===== config.mk =====
export PLATFORM = sky130hd
export DESIGN_NAME = cmd_seq
export DESIGN_NICKNAME = d
export VERILOG_FILES = /design/src/rtl/cmd_seq_pkg.sv /design/src/rtl/cmd_seq.sv
export SDC_FILE = /design/constraint.sdc
export NUM_CORES = 1
export LEC_CHECK = 0
export BUFFER_PORTS_ARGS = -buffer_cell sky130_fd_sc_hd__buf_2
export CAP_MARGIN = 10
export CORE_MARGIN = 2
export CORE_UTILIZATION = 35
export CTS_CLUSTER_SIZE = 8
export DETAILED_ROUTE_END_ITERATION = 6
export PLACE_DENSITY = 0.71
export SETUP_SLACK_MARGIN = 0.2
export SYNTH_ARGS = -nofsm -noshare
export SYNTH_HDL_FRONTEND = slang
export SYNTH_SLANG_ARGS = --single-unit

===== constraint.sdc =====
create_clock -name clk -period 2.05 [get_ports clk]
set_clock_uncertainty 0.15 [all_clocks]
set_input_delay 0.41 -clock clk [delete_from_list [all_inputs] [get_ports clk]]
set_output_delay 0.41 -clock clk [all_outputs]
set_load 0.02 [all_outputs]

===== src/rtl/cmd_seq_pkg.sv =====
// cmd_seq_pkg -- shared definitions for the command sequencer.
//   Opcode constants for the broadcast bus, bit positions of the fields in
//   the job commit command, the FSM state type, the captured-job record and
//   two helpers that build the bus words for a job.
package cmd_seq_pkg;

    localparam int CMD_W     = 20;
    localparam int OP_W      = 3;
    localparam int NUM_WORDS = 5;

    localparam logic [OP_W-1:0] OP_INJ0   = 3'd0;
    localparam logic [OP_W-1:0] OP_INJ1   = 3'd1;
    localparam logic [OP_W-1:0] OP_INJ2   = 3'd2;
    localparam logic [OP_W-1:0] OP_INJ3   = 3'd3;
    localparam logic [OP_W-1:0] OP_INJ4   = 3'd4;
    localparam logic [OP_W-1:0] OP_RD5    = 3'd5;
    localparam logic [OP_W-1:0] OP_RD6    = 3'd6;
    localparam logic [OP_W-1:0] OP_COMMIT = 3'd7;

    // Commit command field positions
    localparam int CMT_CYCLE_LSB  = 0;
    localparam int CMT_CYCLE_W    = 5;
    localparam int CMT_INJECT_BIT = 5;
    localparam int CMT_SAMPLE_BIT = 6;
    localparam int CMT_ID_LSB     = 8;
    localparam int CMT_ID_W       = 8;

    typedef enum logic [1:0] {
        S_IDLE   = 2'd0,
        S_SETUP  = 2'd1,
        S_STROBE = 2'd2,
        S_HOLD   = 2'd3
    } state_t;

    typedef struct packed {
        logic [7:0]   id;
        logic [4:0]   cycle;
        logic         inject;
        logic         sample;
        logic [99:0]  words;
    } job_t;

    // Inject wins when both inject and sample are requested.
    function automatic logic [CMD_W-1:0] commit_cmd(input job_t j);
        logic [CMD_W-1:0] c;
        c = '0;
        c[CMT_CYCLE_LSB +: CMT_CYCLE_W] = j.cycle;
        c[CMT_INJECT_BIT]               = j.inject;
        c[CMT_SAMPLE_BIT]               = j.sample & ~j.inject;
        c[CMT_ID_LSB +: CMT_ID_W]       = j.id;
        return c;
    endfunction

    function automatic logic [CMD_W-1:0] job_word(input job_t j, input logic [2:0] k);
        logic [CMD_W-1:0] w;
        case (k)
            3'd0:    w = j.words[19:0];
            3'd1:    w = j.words[39:20];
            3'd2:    w = j.words[59:40];
            3'd3:    w = j.words[79:60];
            3'd4:    w = j.words[99:80];
            default: w = '0;
        endcase
        return w;
    endfunction

endpackage


===== src/rtl/cmd_seq.sv =====
// cmd_seq -- drives the shared command/opcode/async_strobe broadcast bus.
//   Each transfer: load command/opcode, wait SETUP cycles, toggle the strobe,
//   hold HOLD cycles. A job is six chained transfers (inject words 0..4, then
//   the commit) with the next load on the edge the previous HOLD ends.
//   Optional feature: job path compiled only with macro CMD_SEQ_JOB_EN;
//   without it the job ports remain but job_ready/job_done are tied low.
// Ports:
//   clk, rst_n                 clock, synchronous active-low reset
//   in_valid/in_ready          single command handshake (in_opcode, in_command)
//   job_valid/job_ready        job handshake (job_id, job_cycle, job_inject,
//                              job_sample, job_words = 5 x 20-bit words)
//   command, opcode,
//   async_strobe               registered broadcast bus
//   busy, job_done,
//   strobe_count               status: not idle, job finished pulse, toggles
module cmd_seq
    import cmd_seq_pkg::*;
#(
    parameter int SETUP = 2,
    parameter int HOLD  = 8
) (
    input  logic         clk,
    input  logic         rst_n,
    input  logic         in_valid,
    output logic         in_ready,
    input  logic [2:0]   in_opcode,
    input  logic [19:0]  in_command,
    input  logic         job_valid,
    output logic         job_ready,
    input  logic [7:0]   job_id,
    input  logic [4:0]   job_cycle,
    input  logic         job_inject,
    input  logic         job_sample,
    input  logic [99:0]  job_words,
    output logic [19:0]  command,
    output logic [2:0]   opcode,
    output logic         async_strobe,
    output logic         busy,
    output logic         job_done,
    output logic [15:0]  strobe_count
);

    state_t            state;
    logic [7:0]        cnt;       // shared SETUP/HOLD down-counter
    logic [CMD_W-1:0]  pend_cmd;  // transfer waiting to be put on the bus
    logic [OP_W-1:0]   pend_op;

    assign in_ready = rst_n && (state == S_IDLE);
    assign busy     = (state != S_IDLE);

`ifdef CMD_SEQ_JOB_EN
    job_t              job_q;
    logic              job_act;
    logic [2:0]        widx;      // index of the transfer on the bus (5 = commit)
    logic [2:0]        nxt_idx;
    logic [OP_W-1:0]   nxt_op;
    logic [CMD_W-1:0]  nxt_cmd;

    assign job_ready = rst_n && (state == S_IDLE) && !in_valid;

    always_comb begin
        nxt_idx = widx + 3'd1;
        nxt_op  = nxt_idx;
        nxt_cmd = job_word(job_q, nxt_idx);
        if (nxt_idx == 3'd5) begin
            nxt_op  = OP_COMMIT;
            nxt_cmd = commit_cmd(job_q);
        end
    end
`else
    logic unused_job;
    assign unused_job = ^{job_valid, job_id, job_cycle, job_inject, job_sample, job_words};
    assign job_ready  = 1'b0;
`endif

    always_ff @(posedge clk) begin
        if (!rst_n) begin
            state        <= S_IDLE;
            cnt          <= '0;
            command      <= '0;
            opcode       <= OP_RD5;  // a reset glitch on the strobe only hits unused slot 5
            async_strobe <= 1'b0;
            strobe_count <= '0;
            job_done     <= 1'b0;
`ifdef CMD_SEQ_JOB_EN
            job_act      <= 1'b0;
            widx         <= '0;
`endif
        end else begin
            job_done <= 1'b0;
            case (state)
                S_IDLE: begin
                    if (in_valid) begin
                        pend_cmd <= in_command;
                        pend_op  <= in_opcode;
                        cnt      <= 8'(SETUP);
                        state    <= S_SETUP;
                    end
`ifdef CMD_SEQ_JOB_EN
                    else if (job_valid) begin
                        job_q.id     <= job_id;
                        job_q.cycle  <= job_cycle;
                        job_q.inject <= job_inject;
                        job_q.sample <= job_sample;
                        job_q.words  <= job_words;
                        job_act      <= 1'b1;
                        widx         <= '0;
                        pend_cmd     <= job_words[19:0];
                        pend_op      <= OP_INJ0;
                        cnt          <= 8'(SETUP);
                        state        <= S_SETUP;
                    end
`endif
                end

                // Reloading the bus every SETUP cycle is harmless: pend_* is
                // stable, and it makes the first SETUP edge the load edge.
                S_SETUP: begin
                    command <= pend_cmd;
                    opcode  <= pend_op;
                    if (cnt == 8'd1) begin
                        state <= S_STROBE;
                    end else begin
                        cnt <= cnt - 8'd1;
                    end
                end

                S_STROBE: begin
                    async_strobe <= ~async_strobe;
                    strobe_count <= strobe_count + 16'd1;
                    cnt          <= 8'(HOLD);
                    state        <= S_HOLD;
                end

                S_HOLD: begin
                    if (cnt != 8'd1) begin
                        cnt <= cnt - 8'd1;
                    end else begin
`ifdef CMD_SEQ_JOB_EN
                        if (job_act && (widx != 3'd5)) begin
                            // Chain: this edge is the next transfer's load edge.
                            command  <= nxt_cmd;
                            opcode   <= nxt_op;
                            pend_cmd <= nxt_cmd;
                            pend_op  <= nxt_op;
                            widx     <= nxt_idx;
                            cnt      <= 8'(SETUP - 1);
                            state    <= (SETUP == 1) ? S_STROBE : S_SETUP;
                        end else begin
                            job_done <= job_act;
                            job_act  <= 1'b0;
                            state    <= S_IDLE;
                        end
`else
                        state <= S_IDLE;
`endif
                    end
                end

                default: state <= S_IDLE;
            endcase
        end
    end

endmodule


==> flow_metrics.tcl <==
set metrics [dict create \
    cts_root_buf "clkbuf_8" \
    synth_cell_types 49 \
    required_ns 1.49 \
    start_util_pct 35.8 \
    rsz0062_at_grt "true" \
    cts_max_path_buffers 2 \
    clk_latency_ns 0.35 \
    r2r-start "state[1]$_SDFFE_PN0P_" \
    final_util_pct 44.9 \
    wl_per_cell_um 13.7 \
    synth_top_area_share_pct 32.2 \
    postLayoutCellArea_sq_mm 0.00390 \
    power_leakage_nw 1.65 \
    grt_usage_pct 13.2 \
    syn_area_per_cell_sq_um 11.6 \
    crit_family "flip-flops" \
    vias 2168 \
    yosysSeqAreaShare_pct 54.4 \
    worstReg2RegEnd "cnt[3]$_SDFFE_PN0P_" \
    gr-total-overflow 0 \
    numCtsBuffers 9 \
    multi_input_area_sq_mm 0.00134 \
    met3_length_um 346 \
    io-pin-count 186 \
    holdPathEnd "pend_cmd[9]$_DFFE_PP_" \
    crit_path_frequent_cell "buf_6" \
    ant_nets 0 \
    layout-drive-gt1-share_pct 33.5 \
    min_path_cells 1 \
    total_power_w 0.00478 \
    cts_tree "built" \
    wl_met1_mm 2.91 \
    io_buffers 67 \
    wl_met2_mm 2.87 \
    fin_setup_tns_ns 0 \
    cts_hold_buf 0 \
    nets 494 \
    via_per_inst 4.74 \
    final_common_cell "buf_2" \
    setup_viol 0 \
    place_area_sq_mm 0.00360 \
    routed_wl_mm 6.24 \
    slowest_stage "dfxtp_4" \
    synth_ff_type "dfxtp_1" \
    diodes 0 \
    layout.area.seq_sq_mm 0.00170 \
    yosys_warnings 0 \
    grt_first_pass_wirelength_mm 10.1 \
    gp_congestion 0.820 \
    synth_top_cell_by_area "dfxtp_1" \
    hold_start "in_command[9]" \
    cp_data_arrival_time_ns 1.24 \
    die_x_um 98.3 \
    core_sq_mm 0.00868 \
    synth-edff-count 23 \
    status "completed" \
    synth_area_leaders "dfxtp_1 32%, edfxtp_1 22%, mux2i_1 9.7%" \
    reg2reg_slack_ns 0.28 \
    drt_iter0_markers 68 \
    drc_errors 0 \
    die_y_um 98.3 \
    firstDrtPassIters 4 \
    critPathLaunchType "flip-flop" \
    grt_start_max_net_pins 44 \
    critical-path-max-stage-delay_ns 0.38 \
    netlist_instances 268 \
    dp_slack_ns 0.122 \
    synth_area_sq_mm 0.00311 \
    path_class "reg2out" \
    cp_num_cells 5 \
    cts.clk_slew.worst_paths_ns 0.08 \
    antenna_found_initial 0 \
    cts-htree-levels 3 \
    peakVddDrop_mv 0.601 \
    drv_slew 0 \
    cts.sinks 73 \
    rows 34 \
    period_share_pct 87.7 \
    cp_cell_sequence "inv_4 -> ha_4 -> buf_6 -> inv_2 -> buf_6" \
    fillCellCount 833 \
    final_cell_mix "65 x buf_2, 48 x dfxtp_1, 30 x mux2i_1" \
    holdCritPathClass "in2reg" \
    finalHoldViolations 0 \
    dp_hpwl_mm 4.27 \
    grt_pass1_vias 2132 \
    die_area_sq_mm 0.00965 \
    crit_path_max_fanout 4 \
    critical_path_buf_inv_count 4 \
    endpoint_kind "output port" \
    async_reset_ff_share_pct 0 \
    reg2reg_depth 6 \
    cap_violations 0 \
    layout_min_cycle_time_ns 1.80 \
    timing.fmax_ghz 0.556 \
    highest_layer "met4" \
    syn2layout_area_growth_pct 25.3 \
    ys_ff_latch 73 \
    final.setup.worst_slack_ns 0.252 \
    power_density_mw_per_mm2 1230 \
]
metrics by stage:
step,hold WS [ns],std cells
global placement,0.298,439
CTS,0.0696,457
detailed placement,0.304,439
finish,0.0849,457
floorplan,0.288,269
global route,0.0599,457
worst reg2reg max path, cell delays in order, from the launching register on:
cell	delay, ns
dfxtp_4	0.37
buf_4	0.14
ha_1	0.20
or2_4	0.29
a31oi_4	0.21
a21oi_1	0.10
a31o_2	0.22
routing by layer:
layer  vias to the layer above  track usage [%]
li1                       1085                -
met1                      1002             16.6
met2                        73             21.1
met3                         8             4.29
met4                         0             5.69
met5                         -                0
power by group:
group | switching [W] | total (W) | internal, W
sequential | 0.000154 | 0.00191 | 0.00175
clock | 0.000557 | 0.00125 | 0.000690
combinational | 0.000899 | 0.00162 | 0.000725
total | 0.00161 | 0.00478 | 0.00317
worst max path at each step:
stage                     startpoint                   to  slack [ns]
2_1_floorplan  state[1]$_SDFFE_PN0P_  cnt[3]$_SDFFE_PN0P_        0.22
3_3_place_gp   state[1]$_SDFFE_PN0P_  cnt[3]$_SDFFE_PN0P_        0.15
3_5_place_dp   state[1]$_SDFFE_PN0P_  cnt[3]$_SDFFE_PN0P_        0.12
4_1_cts        state[0]$_SDFFE_PN0P_             in_ready        0.20
5_1_grt        state[1]$_SDFFE_PN0P_  cnt[4]$_SDFFE_PN0P_        0.19
6_report       state[0]$_SDFFE_PN0P_                 busy        0.25
state kept, by name, indices dropped and copies added (netlist names):
register and count:
command 20, pend_cmd 20, strobe_count 16, cnt 8
opcode 3, pend_op 3, state 2, async_strobe 1
cell usage after synthesis (2+ instances only):
master and n:
a21boi_0 3, a21oi_1 3, and2_1 12, and3_1 5, buf_2 5, buf_4 2, buf_6 2, clkbuf_1 6
dfxtp_1 50, edfxtp_1 23, ha_1 8, inv_1 9, mux2i_1 30, nand2_1 13, nand2b_1 2, nand3_1 5
nand4_1 5, nor2_1 7, nor2b_1 25, nor3_1 5, nor4_1 2, nor4_4 2, o21a_1 2, o21ai_0 6
o31ai_1 2, xnor2_1 6, xor2_1 6
area by class of cell:
| class | instances | area share, % |
|---|---|---|
| Clock buffer | 10 | 3.28 |
| Multi-Input combinational cell | 172 | 34.4 |
| Clock inverter | 6 | 2.34 |
| Timing Repair Buffer | 79 | 11.9 |
| Inverter | 9 | 0.996 |
| Sequential cell | 73 | 43.6 |
| Tap cell | 108 | 3.47 |
timing repair:
action,4_1_cts,5_1_grt
pin swaps,0,1
buffers inserted,2,0
gates resized for setup,13,8
setup endpoints to repair,10,8
cell families after synthesis:
kind of cell	count (synthesis)	synth area share, %
buf+inv	24	3.82
other cells	1	0.121
compound gates	26	6.32
simple gates	94	19.1
mux	30	9.66
xor+xnor	12	3.38
flops	73	54.4
fa+ha+maj	8	3.22
No activity file was read; power rests on OpenSTA's default activity.
